===== src/rtl/arm7tdmi_instr_decode.sv =====
// Registered ARM7TDMI decode stage: splits an ARM word or Thumb halfword into
// class, register, immediate, memory, branch, shift, PSR and coprocessor fields.

package arm7tdmi_pkg;

   typedef enum logic [3:0] {
      COND_EQ, COND_NE, COND_CS, COND_CC, COND_MI, COND_PL, COND_VS, COND_VC,
      COND_HI, COND_LS, COND_GE, COND_LT, COND_GT, COND_LE, COND_AL, COND_NV
   } condition_t;

   typedef enum logic [3:0] {
      IT_DATA_PROC, IT_MUL, IT_MUL_LONG, IT_SWAP, IT_BRANCH_EX, IT_HALF_DT,
      IT_SINGLE_DT, IT_UNDEF, IT_BLOCK_DT, IT_BRANCH, IT_CP_DT, IT_CP_OP,
      IT_CP_RT, IT_SWI, IT_PSR
   } instr_type_t;

   typedef enum logic [3:0] {
      ALU_AND, ALU_EOR, ALU_SUB, ALU_RSB, ALU_ADD, ALU_ADC, ALU_SBC, ALU_RSC,
      ALU_TST, ALU_TEQ, ALU_CMP, ALU_CMN, ALU_ORR, ALU_MOV, ALU_BIC, ALU_MVN
   } alu_op_t;

   typedef struct packed {
      condition_t  condition;
      instr_type_t instr_type;
      alu_op_t     alu_op;
      logic [3:0]  rd, rn, rm;
      logic [11:0] immediate;
      logic        imm_en, set_flags, is_memory;
      logic        mem_load, mem_byte, mem_pre, mem_up, mem_writeback;
      logic [31:0] pc;
      logic        valid;
      logic        is_branch;
      logic [23:0] branch_offset;
      logic        branch_link;
      logic [1:0]  shift_type;
      logic [4:0]  shift_amount;
      logic        shift_reg;
      logic [3:0]  shift_rs;
      logic        psr_to_reg, psr_spsr, psr_immediate;
      logic [3:0]  cp_op, cp_num, cp_rd, cp_rn;
      logic [2:0]  cp_opcode1, cp_opcode2;
      logic        cp_load;
      logic [4:0]  thumb_instr_type;
      logic [2:0]  thumb_rd, thumb_rs, thumb_rn;
      logic [7:0]  thumb_imm8;
      logic [4:0]  thumb_imm5;
      logic [10:0] thumb_offset11;
      logic [7:0]  thumb_offset8;
   } decode_t;

endpackage

module arm7tdmi_instr_decode
   import arm7tdmi_pkg::*;
(
   input  logic        clk,
   input  logic        rst,
   input  logic [31:0] instruction,
   input  logic [31:0] pc_in,
   input  logic        instr_valid,
   input  logic        stall,
   input  logic        flush,
   input  logic        thumb_mode,
   output logic [3:0]  condition,
   output logic [3:0]  instr_type,
   output logic [3:0]  alu_op,
   output logic [3:0]  rd,
   output logic [3:0]  rn,
   output logic [3:0]  rm,
   output logic [11:0] immediate,
   output logic        imm_en,
   output logic        set_flags,
   output logic        is_memory,
   output logic        mem_load,
   output logic        mem_byte,
   output logic        mem_pre,
   output logic        mem_up,
   output logic        mem_writeback,
   output logic [31:0] pc_out,
   output logic        decode_valid,
   output logic        is_branch,
   output logic [23:0] branch_offset,
   output logic        branch_link,
   output logic [1:0]  shift_type,
   output logic [4:0]  shift_amount,
   output logic        shift_reg,
   output logic [3:0]  shift_rs,
   output logic        psr_to_reg,
   output logic        psr_spsr,
   output logic        psr_immediate,
   output logic [3:0]  cp_op,
   output logic [3:0]  cp_num,
   output logic [3:0]  cp_rd,
   output logic [3:0]  cp_rn,
   output logic [2:0]  cp_opcode1,
   output logic [2:0]  cp_opcode2,
   output logic        cp_load,
   output logic [4:0]  thumb_instr_type,
   output logic [2:0]  thumb_rd,
   output logic [2:0]  thumb_rs,
   output logic [2:0]  thumb_rn,
   output logic [7:0]  thumb_imm8,
   output logic [4:0]  thumb_imm5,
   output logic [10:0] thumb_offset11,
   output logic [7:0]  thumb_offset8
);

   // Ordered so that the encodings overlapping DATA_PROC space are claimed first.
   function automatic instr_type_t arm_class(input logic [31:0] i);
      instr_type_t c;
      if (i[27:4] == 24'h12FFF1)                                          c = IT_BRANCH_EX;
      else if (i[27:22] == 6'b0 && i[7:4] == 4'b1001)                     c = IT_MUL;
      else if (i[27:23] == 5'b00001 && i[7:4] == 4'b1001)                 c = IT_MUL_LONG;
      else if (i[27:23] == 5'b00010 && i[21:20] == 2'b00 && i[11:4] == 8'h09) c = IT_SWAP;
      else if (i[27:25] == 3'b000 && i[7] && i[4])                        c = IT_HALF_DT;
      else if (i[27:26] == 2'b00 && i[24:23] == 2'b10 && !i[20])          c = IT_PSR;
      else if (i[27:26] == 2'b00)                                         c = IT_DATA_PROC;
      else if (i[27:25] == 3'b011 && i[4])                                c = IT_UNDEF;
      else if (i[27:26] == 2'b01)                                         c = IT_SINGLE_DT;
      else if (i[27:25] == 3'b100)                                        c = IT_BLOCK_DT;
      else if (i[27:25] == 3'b101)                                        c = IT_BRANCH;
      else if (i[27:25] == 3'b110)                                        c = IT_CP_DT;
      else if (i[27:24] == 4'b1110)                                       c = i[4] ? IT_CP_RT : IT_CP_OP;
      else                                                                c = IT_SWI;
      return c;
   endfunction

   function automatic logic [4:0] thumb_format(input logic [15:0] t);
      logic [4:0] f;
      f = 5'd0;
      if (t[15:11] == 5'b00011)                              f = 5'd2;
      else if (t[15:13] == 3'b000)                           f = 5'd1;
      else if (t[15:13] == 3'b001)                           f = 5'd3;
      else if (t[15:10] == 6'b010000)                        f = 5'd4;
      else if (t[15:10] == 6'b010001)                        f = 5'd5;
      else if (t[15:11] == 5'b01001)                         f = 5'd6;
      else if (t[15:12] == 4'b0101)                          f = t[9] ? 5'd8 : 5'd7;
      else if (t[15:13] == 3'b011)                           f = 5'd9;
      else if (t[15:12] == 4'b1000)                          f = 5'd10;
      else if (t[15:12] == 4'b1001)                          f = 5'd11;
      else if (t[15:12] == 4'b1010)                          f = 5'd12;
      else if (t[15:8] == 8'b1011_0000)                      f = 5'd13;
      else if (t[15:12] == 4'b1011 && t[10:9] == 2'b10)      f = 5'd14;
      else if (t[15:12] == 4'b1100)                          f = 5'd15;
      else if (t[15:8] == 8'b1101_1111)                      f = 5'd17;
      else if (t[15:12] == 4'b1101 && t[11:8] != 4'b1110)    f = 5'd16;
      else if (t[15:11] == 5'b11100)                         f = 5'd18;
      else if (t[15:12] == 4'b1111)                          f = 5'd19;
      return f;
   endfunction

   decode_t     dec_d, dec_q;
   instr_type_t cls;

   always_comb begin
      // NOTE: default the whole struct first so no branch below can infer a latch.
      dec_d = '0;
      cls   = arm_class(instruction);

      dec_d.pc            = pc_in;
      dec_d.valid         = instr_valid;
      dec_d.rd            = instruction[15:12];
      dec_d.rn            = instruction[19:16];
      dec_d.rm            = instruction[3:0];
      dec_d.immediate     = instruction[11:0];
      dec_d.branch_offset = instruction[23:0];
      dec_d.shift_type    = instruction[6:5];
      dec_d.shift_amount  = instruction[11:7];
      dec_d.shift_rs      = instruction[11:8];
      dec_d.cp_op         = instruction[23:20];
      dec_d.cp_num        = instruction[11:8];
      dec_d.cp_rd         = instruction[15:12];
      dec_d.cp_rn         = instruction[19:16];
      dec_d.cp_opcode1    = instruction[23:21];
      dec_d.cp_opcode2    = instruction[7:5];
      dec_d.cp_load       = instruction[20];

      if (thumb_mode) begin
         dec_d.condition        = COND_AL;
         dec_d.thumb_instr_type = thumb_format(instruction[15:0]);
         dec_d.thumb_rd         = instruction[2:0];
         dec_d.thumb_rs         = instruction[5:3];
         dec_d.thumb_rn         = instruction[8:6];
         dec_d.thumb_imm8       = instruction[7:0];
         dec_d.thumb_imm5       = instruction[10:6];
         dec_d.thumb_offset11   = instruction[10:0];
         dec_d.thumb_offset8    = instruction[7:0];
      end else begin
         dec_d.condition  = condition_t'(instruction[31:28]);
         dec_d.instr_type = cls;
         case (cls)
            IT_DATA_PROC: begin
               dec_d.alu_op    = alu_op_t'(instruction[24:21]);
               dec_d.set_flags = instruction[20];
               dec_d.imm_en    = instruction[25];
               dec_d.shift_reg = !instruction[25] && instruction[4];
            end
            IT_MUL:       dec_d.set_flags = instruction[20];
            IT_SINGLE_DT: dec_d.imm_en    = !instruction[25];
            IT_BRANCH: begin
               dec_d.is_branch   = 1'b1;
               dec_d.branch_link = instruction[24];
            end
            IT_PSR: begin
               dec_d.psr_to_reg    = !instruction[21];
               dec_d.psr_spsr      = instruction[22];
               dec_d.psr_immediate = instruction[25];
            end
            default: ;
         endcase
         if (cls inside {IT_SINGLE_DT, IT_HALF_DT, IT_BLOCK_DT, IT_SWAP}) begin
            dec_d.is_memory     = 1'b1;
            dec_d.mem_load      = instruction[20];
            dec_d.mem_byte      = instruction[22];
            dec_d.mem_pre       = instruction[24];
            dec_d.mem_up        = instruction[23];
            dec_d.mem_writeback = instruction[21];
         end
      end
   end

   // NOTE: sequential state uses non-blocking assignments so every register samples pre-edge values.
   always_ff @(posedge clk) begin
      if (rst)         dec_q       <= '0;
      else if (flush)  dec_q.valid <= 1'b0;
      else if (!stall) dec_q       <= dec_d;
   end

   assign condition        = dec_q.condition;
   assign instr_type       = dec_q.instr_type;
   assign alu_op           = dec_q.alu_op;
   assign rd               = dec_q.rd;
   assign rn               = dec_q.rn;
   assign rm               = dec_q.rm;
   assign immediate        = dec_q.immediate;
   assign imm_en           = dec_q.imm_en;
   assign set_flags        = dec_q.set_flags;
   assign is_memory        = dec_q.is_memory;
   assign mem_load         = dec_q.mem_load;
   assign mem_byte         = dec_q.mem_byte;
   assign mem_pre          = dec_q.mem_pre;
   assign mem_up           = dec_q.mem_up;
   assign mem_writeback    = dec_q.mem_writeback;
   assign pc_out           = dec_q.pc;
   assign decode_valid     = dec_q.valid;
   assign is_branch        = dec_q.is_branch;
   assign branch_offset    = dec_q.branch_offset;
   assign branch_link      = dec_q.branch_link;
   assign shift_type       = dec_q.shift_type;
   assign shift_amount     = dec_q.shift_amount;
   assign shift_reg        = dec_q.shift_reg;
   assign shift_rs         = dec_q.shift_rs;
   assign psr_to_reg       = dec_q.psr_to_reg;
   assign psr_spsr         = dec_q.psr_spsr;
   assign psr_immediate    = dec_q.psr_immediate;
   assign cp_op            = dec_q.cp_op;
   assign cp_num           = dec_q.cp_num;
   assign cp_rd            = dec_q.cp_rd;
   assign cp_rn            = dec_q.cp_rn;
   assign cp_opcode1       = dec_q.cp_opcode1;
   assign cp_opcode2       = dec_q.cp_opcode2;
   assign cp_load          = dec_q.cp_load;
   assign thumb_instr_type = dec_q.thumb_instr_type;
   assign thumb_rd         = dec_q.thumb_rd;
   assign thumb_rs         = dec_q.thumb_rs;
   assign thumb_rn         = dec_q.thumb_rn;
   assign thumb_imm8       = dec_q.thumb_imm8;
   assign thumb_imm5       = dec_q.thumb_imm5;
   assign thumb_offset11   = dec_q.thumb_offset11;
   assign thumb_offset8    = dec_q.thumb_offset8;

endmodule


===== config.mk =====
export PLATFORM = sky130hd
export DESIGN_NAME = arm7tdmi_instr_decode
export DESIGN_NICKNAME = d
export VERILOG_FILES = /design/src/rtl/arm7tdmi_instr_decode.sv
export SDC_FILE = /design/constraint.sdc
export NUM_CORES = 1
export LEC_CHECK = 0
export BUFFER_PORTS_ARGS = -buffer_cell sky130_fd_sc_hd__buf_4
export CAP_MARGIN = 20
export CORE_MARGIN = 2
export CORE_UTILIZATION = 28
export CTS_CLUSTER_SIZE = 28
export DETAILED_ROUTE_END_ITERATION = 8
export PLACE_DENSITY = 0.52
export SLEW_MARGIN = 20
export SYNTH_ARGS = -nofsm -noshare
export SYNTH_HDL_FRONTEND = slang
export SYNTH_SLANG_ARGS = --single-unit

===== constraint.sdc =====
create_clock -name clk -period 2.4 [get_ports clk]
set_input_delay 0.48 -clock clk [delete_from_list [all_inputs] [get_ports clk]]
set_output_delay 0.48 -clock clk [all_outputs]
set_load 0.01 [all_outputs]

# == After elaboration in Yosys (flattened, before gate mapping) ==
# Index checks and enable logic that the tools add are counted.
# word_totals
wordCells,153
ff_bits,175
input_bits,70
output_inout_bits,187
# op_classes
bitwise_logic,2
muxes,49
reduce_logical,25
eq_ne,38
# ops
operator,n
5-bit 2-to-1 mux,18
"4-bit == test, second input constant",12
4-bit 2-to-1 mux,12
46-bit 2-to-1 mux,1
"24-bit by 21-bit == test with 1-bit output, second input constant",1
3-bit 2-to-1 mux,7
"8-bit == test, second input constant",2
8-bit 2-to-1 mux,2
"4-bit by 3-bit == test with 1-bit output, second input constant",3
"6-bit by 5-bit == test with 1-bit output, second input constant",2
1-bit logical AND,12
"5-bit by 2-bit == test with 1-bit output, second input constant",2
"3-bit == test, second input constant",3
"8-bit by 4-bit == test with 1-bit output, second input constant",1
1-bit 2-to-1 mux,7
"3-bit by 2-bit == test with 1-bit output, second input constant",2
3-bit zero test,2
6-bit zero test,1
6-bit 2-to-1 mux,1
"5-bit by 1-bit == test with 1-bit output, second input constant",1
"5-bit by 4-bit == test with 1-bit output, second input constant",1
"5-bit == test, second input constant",1
"2-bit == test, second input constant",2
"4-bit by 1-bit == test with 1-bit output, second input constant",1
other kinds (12),17

# == Longest topological paths before layout ==
# Gate-level depths: netlist (run 1).
# depth
depth_word,20
ltp_mapped,7
mapped_depth_nobuf,6

# == Worst setup path after synthesis (run 1) ==
# OpenSTA, ideal clock, no wires.
# synth_timing
path_type,input to register
start,input instruction[10]
end,"register dec_q, in the netlist shift_reg"
required_ns,2.283
setup_time_ns,0.117
slack_ns,0.222
n_path_buf,1
arrival_time_ns,2.061
stages,7
cell_sequence,buf_6 > or4_4 > o32a_4 > o32ai_4 > a21oi_2 > and2_4 > a32o_1
# synth_via
elab_chain_cells,9
word_cells_on_any_way,10
classes_between,2 x eq/ne; 6 x mux; 2 x reduce/logical
# synth_rtl
item,line,text
start: declaration,58,"input logic [31:0] instruction,"
8-bit by 4-bit == test with 1-bit output,114,else if (i[27:23] == 5'b00010 && i[21:20] == 2'b00 && i[11:4] == 8'h09) c = IT_SWAP;
1-bit logical AND,114,
4-bit 2-to-1 mux,114,
4-bit 2-to-1 mux,113,else if (i[27:23] == 5'b00001 && i[7:4] == 4'b1001) c = IT_MUL_LONG;
4-bit 2-to-1 mux,112,else if (i[27:22] == 6'b0 && i[7:4] == 4'b1001) c = IT_MUL;
4-bit 2-to-1 mux *,111,if (i[27:4] == 24'h12FFF1) c = IT_BRANCH_EX;
4-bit zero test *,191,case (cls)
1-bit 2-to-1 mux *,191,
1-bit 2-to-1 mux *,178,if (thumb_mode) begin
end: declaration,152,"decode_t dec_d, dec_q;"
# Mark *: on every way between the ends. The rest lies on a longest branch, timed or not.
# A chain may end at the register's enable or synchronous reset.

# == Worst setup path in the final report (run 1) ==
# layout_timing
start,input instruction[8]
end,"register dec_q, in the netlist alu_op[1]"
# layout_via
elab_chain_cells,9
word_cells_on_any_way,10
classes_between,2 x eq/ne; 6 x mux; 2 x reduce/logical
# layout_rtl
item,line
8-bit by 4-bit == test with 1-bit output,114
1-bit logical AND,114
4-bit 2-to-1 mux,114
4-bit 2-to-1 mux,113
4-bit 2-to-1 mux,112
4-bit 2-to-1 mux *,111
4-bit zero test *,191
4-bit 2-to-1 mux *,191
8-bit 2-to-1 mux *,178
# Marks and branches as above.

==> metrics.yaml, run 1 <==
run_status:
  status: "complete, no violations"
sta:
  hold-worst-slack_ps: 332
  clock_skew_ps: 0
  final.period_utilization_pct: 84.4
  slew_violations: 0
  max_freq_mhz: 494
  finalWorstSetupSlack_ps: 375
  hold_violations: 0
  fin_tns_setup_ps: 0
  fin_crit_ps: 2030
  setup_violations: 0
  maxSlewHeadroom_pct: 29.7
  tightest_slew_ps: 1050
  rsz0062_at_grt: "false"
placement:
  place_area_sq_um: 6240
  dp_slack_ps: 32.0
  place.gp.congestion: 0.823
  dp_hpwl_um: 11000
  dp.cells: 955
  port_buffers: 256
cells_and_area:
  stdcell_area_sq_um: 6540
  finalNonFillerCells: 969
  area_delta_synth_final_pct: 38.0
  drive_gt1_share_pct: 40.2
  fin_nets: 816
  largest_register_ffs: 32
  diodes: 0
  final_common_cell: "buf_4"
  final_cell_mix: "buf_4 (270), nand2_1 (139), dfxtp_1 (99), a21oi_1 (82), nor2_1 (24)"
grt:
  grt_first_pass_wirelength_um: 23300
  track_usage_pct: 16.4
  grt_pass1_vias: 4252
  grt_use_met3_pct: 4.42
  grt_max_degree: 56
  antenna_found_initial: 0
  grt_overflow_total: 0
  grt_use_met2_pct: 26.4
  use_met1_pct: 20.9
  grt.busiest_layer: "met2"
floorplan:
  core_area_sq_um: 16600
  rows: 47
  dieArea_sq_um: 18000
  start_util_pct: 28.6
  num_io_pins: 257
  die_width_um: 134
  die_y_um: 134
synthesis:
  synth_seq_cells: 99
  ys_types: 58
  syn-num-nets: 663
  netlist_area_sq_um: 4740
  synthCells: 593
  syn_area_per_cell_sq_um: 7.99
  ys_seq_area_share_pct: 41.8
  synth-edff-count: 0
  synth_ff_type: "dfxtp_1"
  async_reset_ff_share_pct: 0
  netlist.area_leader.share_pct: 41.8
  synth_area_leader_cell: "dfxtp_1"
  ys_warn_count: 0
  synth.area.top_cells: "dfxtp_1 (42%), buf_4 (14%), nand2_1 (11%)"
clocking:
  ctsRootBufferMaster: "clkbuf_16"
  worstSkewPairLatency_ps: 350
  cts_tree: "built"
  cts_buffers: 9
  path_clk_slew_ps: 70
  cts.sinks: 99
  cts_setup_buffers: 0
  cts_resized: 0
  clockBufferDepth: 2
  h-tree-depth: 3
  cts_hold_buf: 0
worst_setup_path:
  cp-end-kind: "flop"
  crit_type: "in2reg"
  worst_r2r_path_depth: 2
  arrival_ps: 2320
  path_max_fanout: 6
  required_ps: 2690
  start_kind: "primary input"
drt:
  final_antenna_net_count: 0
  dr.first_iter.drc_count: 285
  via_count: 4494
  via_per_inst: 4.64
  wl_per_cell_um: 15.7
  drc: 0
  drt-pass1-iter-count: 4
  route.final.wire_length_um: 15200
power_and_ir_drop:
  pwr-share-comb_pct: 16.7
  p_clk_share_pct: 37.8
  vdd.ir_drop.worst_mv: 0.292
  power-per-cell-area_nw_per_um2: 590
  total_leakage_power_nw: 2.94
  p_sw_w: 0.00102
  p_seq_share_pct: 45.4
  internal_power_w: 0.00284
  p_sw_share_pct: 26.4
min_path:
  holdCritPathClass: "in2reg"
  min_path_cells: 2
run:
  cap_viol_max_count: 0
## critical path, cell delays in order
cell     delay (ps)
buf_4           110
or4_4           580
o32a_1          320
o22a_4          220
a21oi_2         200
and3_1          250
a22o_1          150
## synthesized netlist by cell type, types with 2 or more instances
master / instances
a32o_1: 2
a21o_1: 2
a31oi_1: 3
nor3_1: 11
a21oi_2: 2
a22oi_1: 2
inv_1: 6
nor2b_1: 4
mux2i_1: 2
nand2b_1: 3
nor4b_1: 2
o2bb2ai_1: 2
or2_2: 3
nand2_1: 139
a32oi_1: 2
o32a_1: 2
dfxtp_1: 99
o211ai_1: 2
and3_1: 3
nand3_1: 13
clkbuf_1: 37
buf_4: 88
buf_2: 3
a22o_1: 12
a21oi_1: 82
nor4_1: 3
o21ai_0: 6
nor2_1: 25
nand4_1: 4
## per-layer routing
metal  wire [um]  vias up  share of wire, %
met5           0        -                 0
met3        1170       19               7.7
met1        6510     2079                43
met4         291        0               1.9
li1            -     2219                 -
met2        7220      177                48
## area by class of cell
cell class | count | area [sq um]
clock buffer | 10 | 239
clock inverter | 4 | 52.6
fill | 1731 | 10000
inverter | 6 | 22.5
multi-input combinational | 359 | 1920
sequential | 99 | 1980
tap | 220 | 275
timing repair buffer | 271 | 2050
## power groups by stage
stage          clock network [W]  registers (W)  logic (W)
3_3_place_gp                   0        0.00179   0.000645
6_report                 0.00146        0.00175   0.000645
3_5_place_dp                   0        0.00179   0.000649
4_1_cts                  0.00151        0.00175   0.000650
5_1_grt                  0.00157        0.00176   0.000702
2_1_floorplan                  0        0.00181   0.000338
## path summary, 6_finish.rpt
| kind | start | to | slack (ps) |
|---|---|---|---|
| max | instruction[8] | alu_op[1] | 370 |
| min | flush | decode_valid | 330 |
| max reg2reg | instr_type[2] | instr_type[2] | 1690 |
| min reg2reg | pc_out[23] | pc_out[23] | 460 |
## kinds of logic after synthesis
kind of cell    after synthesis  synth area share [%]
compound gates              132                  18.3
xor+xnor                      1                 0.185
buf+inv                     135                  17.9
flops                        99                  41.8
mux                           2                 0.423
simple gates                224                  21.4
## through the flow
step | util (%) | total power [W]
detailed placement | 37.6 | 0.00244
finish | 39.4 | 0.00385
global route | 39.4 | 0.00404
CTS | 39.4 | 0.00391
floorplan | - | 0.00215
global placement | 37.6 | 0.00243
Note: power is estimated with default switching activity, not from simulation.
==> inputs of run 2 (changes only) <==
--- a/config.mk
+++ b/config.mk
@@ -11,7 +11,7 @@
 export CORE_UTILIZATION = 28
 export CTS_CLUSTER_SIZE = 28
 export DETAILED_ROUTE_END_ITERATION = 8
-export PLACE_DENSITY = 0.52
+export PLACE_DENSITY = 0.54
 export SLEW_MARGIN = 20
 export SYNTH_ARGS = -nofsm -noshare
 export SYNTH_HDL_FRONTEND = slang
==> constraint.sdc (replaced) <==
create_clock -name clk -period 1.75 [get_ports clk]
set_input_delay 0.35 -clock clk [delete_from_list [all_inputs] [get_ports clk]]
set_output_delay 0.35 -clock clk [all_outputs]
set_load 0.01 [all_outputs]
==> metrics.yaml, run 2 (synthesis results as in run 1) <==
run_status:
  status: "complete, but fails checks"  # was complete, no violations
  failed_checks: "negative setup slack"
sta:
  final.period_utilization_pct: 105
  setup_violations: 15  # was 0
  fin_tns_setup_ps: -627  # was 0 ps
  hold_violations: 0  # unchanged
  finalWorstSetupSlack_ps: -89.8  # was 375 ps
  maxSlewHeadroom_pct: 28.9  # was 29.7%
  rsz0062_at_grt: "true"  # was false
  max_freq_mhz: 544
  tightest_slew_ps: 1060  # was 1050 ps
  fin_crit_ps: 1840
  clock_skew_ps: 0  # unchanged
  slew_violations: 0  # unchanged
cells_and_area:
  fin_nets: 843  # was 816
  area_delta_synth_final_pct: 42.9  # was 38.0%
  final_cell_mix: "buf_4 (295), nand2_1 (139), dfxtp_1 (99), a21oi_1 (81), nor2_1 (23)"  # was buf_4 (270), nand2_1 (139), dfxtp_1 (99), a21oi_1 (82), nor2_1 (24)
  diodes: 0  # unchanged
  drive_gt1_share_pct: 42.7  # was 40.2%
  largest_register_ffs: 32  # unchanged
  final_common_cell: "buf_4"  # unchanged
grt:
  track_usage_pct: 16.7  # was 16.4%
  grt_pass1_vias: 4377  # was 4,252
  grt_max_degree: 78  # was 56
  grt_first_pass_wirelength_um: 23700  # was 23,300 um
  antenna_found_initial: 0  # unchanged
  grt_overflow_total: 0  # unchanged
drt:
  via_per_inst: 4.64  # about the same
  drc: 0  # unchanged
  routed.top_layer: "met4"  # unchanged
  final_antenna_net_count: 0  # unchanged
  m1WireLength_um: 6730  # was 6510 um
  drt-pass1-iter-count: 5  # was 4
  route.final.wire_length_um: 15500  # was 15,200 um
  dr.first_iter.drc_count: 233  # was 285
  met3_length_um: 1100  # was 1170 um
  wl_per_cell_um: 15.5  # was 15.7 um
  met2RoutedLength_um: 7250  # was 7220 um
  via_count: 4631  # was 4,494
worst_setup_path:
  r2r_slack_ps: 1020  # was 1690 ps
  r2r_start: "immediate[3]"  # was instr_type[2]
  start_kind: "primary input"  # unchanged
  path_max_fanout: 4  # was 6
  cp-end-kind: "flop"  # unchanged
  required_ps: 2050  # was 2690 ps
  crit_path_start: "instruction[8]"  # unchanged
  crit_type: "in2reg"  # unchanged
  arrival_ps: 2140  # was 2320 ps
power_and_ir_drop:
  power-per-cell-area_nw_per_um2: 791  # was 590 nW/um^2
  total_leakage_power_nw: 3.07  # was 2.94 nW
  vdd.ir_drop.worst_mv: 0.448  # was 0.292 mV
min_path:
  holdCritPathClass: "in2reg"  # unchanged
  min-delay-start: "flush"  # unchanged
floorplan:
  die_y_um: 134  # unchanged
  die_width_um: 134  # unchanged
  core_area_sq_um: 16600  # unchanged
  num_io_pins: 257  # unchanged
  start_util_pct: 28.6  # unchanged
  dieArea_sq_um: 18000  # unchanged
  rows: 47  # unchanged
clocking:
  cts_tree: "built"  # unchanged
  path_clk_slew_ps: 70  # about the same
  cts_hold_buf: 0  # unchanged
  clockBufferDepth: 2  # unchanged
  ctsRootBufferMaster: "clkbuf_16"  # unchanged
  cts.sinks: 99  # unchanged
  h-tree-depth: 3  # unchanged
  cts_buffers: 9  # unchanged
  worstSkewPairLatency_ps: 350  # about the same
  cts_setup_buffers: 0  # unchanged
placement:
  dp_slack_ps: -478  # was 32.0 ps
  place.gp.congestion: 0.846  # was 0.823
  dp_hpwl_um: 11500  # was 11,000 um
  port_buffers: 256  # unchanged
run:
  cap_viol_max_count: 0  # unchanged
## run 2: cell types whose count changed in the layout (fill, tap and decap cells not counted), sizes merged
cell      previous run  this run
buf                271       298
clkbuf              10        11
clkinv               3         1
inv                  6         8
clkinvlp             0         1
## run 2: stage by stage
step	instance area, sq um	utilization [%]	hold WS (ps)	cells	total power (W)
3_5_place_dp	6450	38.9	449	982	0.00340
2_1_floorplan	4740	-	429	593	0.00294
3_3_place_gp	6450	38.9	443	982	0.00338
6_report	6770	40.8	199	998	0.00536
4_1_cts	6760	40.8	190	998	0.00544
5_1_grt	6770	40.8	194	998	0.00561
## run 2: critical path, cell delays in order
cell     delay (ps)
buf_6            90
or4_4           580
o32a_4          350
o32ai_4         180
buf_4           180
nand4_1         140
nor2_2          140
a22o_1          130
## run 2: worst paths after layout
| path | endpoint | cells after the start |
|---|---|---|
| worst max-delay path | psr_immediate | 8 |
| worst min-delay path | decode_valid | 2 |
| worst max register to register | immediate[3] | 2 |
| worst min register to register | pc_out[1] | 2 |
## run 2: area by class of cell
class	count	area, sq um
fill	1733	9810
clock inverter	5	60.1
inverter	6	22.5
tap	220	275
sequential	99	1980
timing repair buffer	298	2260
multi-input combinational	359	1940
clock buffer	11	233
## run 2: repair_timing
item / CTS / global route
gates resized for setup: 5 / 3
pin swaps: 7 / 9
setup endpoints to repair: 17 / 18
## run 2: per-layer routing
layer,GRT usage (%),up-vias
met2,27.0,161
li1,-,2273
met5,0,-
met1,21.1,2178
met4,7.60,0
met3,3.89,19
## run 2: power breakdown
group | switching [W] | internal (W) | leakage [nW]
Combinational | 0.000475 | 0.000467 | 2.12
Sequential | 0.0000661 | 0.00233 | 0.806
Clock | 0.000894 | 0.00112 | 0.141
==> inputs of run 3 (changes only) <==
--- a/config.mk
+++ b/config.mk
@@ -11,7 +11,7 @@
 export CORE_UTILIZATION = 28
 export CTS_CLUSTER_SIZE = 28
 export DETAILED_ROUTE_END_ITERATION = 8
-export PLACE_DENSITY = 0.54
+export PLACE_DENSITY = 0.67
 export SLEW_MARGIN = 20
 export SYNTH_ARGS = -nofsm -noshare
 export SYNTH_HDL_FRONTEND = slang
==> metrics.yaml, run 3 (synthesis results as in run 1) <==
drt:
  via_count: 4534  # was 4,631
  via_per_inst: 4.52  # was 4.64
  drc: 0  # unchanged
  drt-pass1-iter-count: 4  # was 5
  wl_per_cell_um: 15.1  # was 15.5 um
  dr.first_iter.drc_count: 194  # was 233
  final_antenna_net_count: 0  # unchanged
  route.final.wire_length_um: 15200  # was 15,500 um
power_and_ir_drop:
  internal_power_w: 0.00381  # was 0.00392 W
  vdd.ir_drop.worst_mv: 0.570  # was 0.448 mV
  p_seq_share_pct: 46.4  # was 44.8%
  pwr-share-comb_pct: 18.3  # was 17.6%
  p_clk_share_pct: 35.3  # was 37.6%
  power-per-cell-area_nw_per_um2: 762  # was 791 nW/um^2
  p_sw_share_pct: 26.6  # was 26.8%
  total_leakage_power_nw: 3.09  # was 3.07 nW
  p_sw_w: 0.00138  # was 0.00144 W
sta:
  clock_skew_ps: 0  # unchanged
  fin_crit_ps: 1830  # was 1840 ps
  maxSlewHeadroom_pct: 31.5  # was 28.9%
  hold_violations: 0  # unchanged
  final.period_utilization_pct: 105  # about the same
  rsz0062_at_grt: "true"  # unchanged
  slew_violations: 0  # unchanged
  tightest_slew_ps: 1020  # was 1060 ps
  setup_violations: 15  # unchanged
  hold-worst-slack_ps: 201  # was 199 ps
  max_freq_mhz: 547  # was 544 MHz
  fin_tns_setup_ps: -486  # was -627 ps
  finalWorstSetupSlack_ps: -79.5  # was -89.8 ps
worst_setup_path:
  cp_cell_sequence: "buf_4 > or3b_2 > o32a_4 > o32ai_4 > a21oi_4 > and2_4 > a32o_1"  # was buf_6 > or4_4 > o32a_4 > o32ai_4 > buf_4 > nand4_1 > nor2_2 > a22o_1
  required_ps: 1990  # was 2050 ps
  crit_type: "in2reg"  # unchanged
  worst_r2r_path_depth: 2  # unchanged
  start_kind: "primary input"  # unchanged
  cp-end-kind: "flop"  # unchanged
  crit_cells: 7  # was 8
  r2r_start: "thumb_imm8[2]"  # was immediate[3]
  crit_path_start: "instruction[20]"  # was instruction[8]
  arrival_ps: 2070  # was 2140 ps
  slowest_delay_ps: 510  # was 580 ps
  path_max_fanout: 5  # was 4
  critPathSlowestCell: "or3b_2"  # was or4_4
  path_buf_inv: 1  # was 2
  crit_family: "compound AO/OA/AOI/OAI gates"  # was simple AND/OR/NAND/NOR gates
run_status:
  failed_checks: "negative setup slack"  # unchanged
  status: "complete, but fails checks"  # unchanged
cells_and_area:
  multiInputGateArea_sq_um: 1950  # was 1940 sq um
  seq_area_sq_um: 1980  # unchanged
  final_common_cell: "buf_4"  # unchanged
  fin_nets: 849  # was 843
  drive_gt1_share_pct: 43.0  # was 42.7%
  stdcell_area_sq_um: 6800  # was 6770 sq um
  largest_register_ffs: 32  # unchanged
  area_delta_synth_final_pct: 43.5  # was 42.9%
  fin_util_pct: 41.0  # was 40.8%
  fillers: 1716  # was 1,733
  diodes: 0  # unchanged
  final_cell_mix: "buf_4 (301), nand2_1 (139), dfxtp_1 (99), a21oi_1 (81), nor2_1 (24)"  # was buf_4 (295), nand2_1 (139), dfxtp_1 (99), a21oi_1 (81), nor2_1 (23)
clocking:
  path_clk_slew_ps: 60  # was 70 ps
  cts.sinks: 99  # unchanged
  cts_buffers: 9  # unchanged
  ctsRootBufferMaster: "clkbuf_16"  # unchanged
  cts_tree: "built"  # unchanged
  worstSkewPairLatency_ps: 340  # was 350 ps
  clockBufferDepth: 2  # unchanged
  h-tree-depth: 3  # unchanged
min_path:
  min_path_cells: 2  # unchanged
  holdCritPathClass: "in2reg"  # unchanged
  min-delay-start: "rst"  # was flush
floorplan:
  core_area_sq_um: 16600  # unchanged
  die_y_um: 134  # unchanged
  rows: 47  # unchanged
  start_util_pct: 28.6  # unchanged
  dieArea_sq_um: 18000  # unchanged
  num_io_pins: 257  # unchanged
  die_width_um: 134  # unchanged
placement:
  place.gp.congestion: 0.832  # was 0.846
  port_buffers: 256  # unchanged
  dp_hpwl_um: 11200  # was 11,500 um
  dp_slack_ps: -463  # was -478 ps
  place_area_sq_um: 6480  # was 6450 sq um
grt:
  track_usage_pct: 15.9  # was 16.7%
  antenna_found_initial: 0  # unchanged
  grt_pass1_vias: 4171  # was 4,377
  grt_max_degree: 52  # was 78
  grt_first_pass_wirelength_um: 22400  # was 23,700 um
  grt_overflow_total: 0  # unchanged
run:
  cap_viol_max_count: 0  # unchanged
==> run 3: cell types whose count changed in the layout (fill, tap and decap cells not counted), sizes merged <==
cell / before / now
bufinv: 1 / 0
buf: 298 / 304
clkbuf: 11 / 13
inv: 8 / 6
==> run 3: power by group through the flow <==
stage | logic (W) | registers (W) | clock network (W)
after CTS | 0.000953 | 0.00240 | 0.00193
after floorplan | 0.000465 | 0.00248 | 0
after global placement | 0.000941 | 0.00245 | 0
final | 0.000950 | 0.00240 | 0.00183
after global routing | 0.00103 | 0.00241 | 0.00199
after detailed placement | 0.000945 | 0.00245 | 0
==> run 3: cell type report <==
cell class / instances / area share [%]
repair buffers: 304 / 33.9
flip-flops and latches: 99 / 29.1
multi-input cells: 359 / 28.7
well taps: 220 / 4.05
clock buffers: 13 / 3.68
inverters: 6 / 0.331
clock inverters: 2 / 0.184
==> run 3: final timing paths <==
kind | endpoint | slack, ps
worst max register to register | thumb_imm8[2] | 1010
worst max-delay path | shift_reg | -80
worst min-delay path | alu_op[3] | 200
worst min register to register | pc_out[14] | 450
==> run 3: per-stage QoR <==
stage          cells  total power [W]
5_1_grt         1003          0.00543
4_1_cts         1002          0.00529
3_5_place_dp     987          0.00340
6_report        1003          0.00518
3_3_place_gp     987          0.00339
2_1_floorplan    593          0.00294
==> run 3: layer usage <==
layer,vias to the layer above,GRT usage [%],part of all wire [%]
met5,-,0,0
met1,2061,20.0,43
met2,172,26.0,48
li1,2285,-,-
met4,0,6.32,2.0
met3,16,4.31,6.9
==> run 3: timing repair <==
| item | CTS | global route |
|---|---|---|
| endpoints found under the hold margin | 0 | 0 |
| resized for setup | 4 | 6 |
| hold buffers | 0 | 0 |
| pin swaps | 5 | 7 |
| setup buffers | 0 | 1 |
| endpoints found under the setup margin | 14 | 18 |
| gates cloned | 0 | 0 |
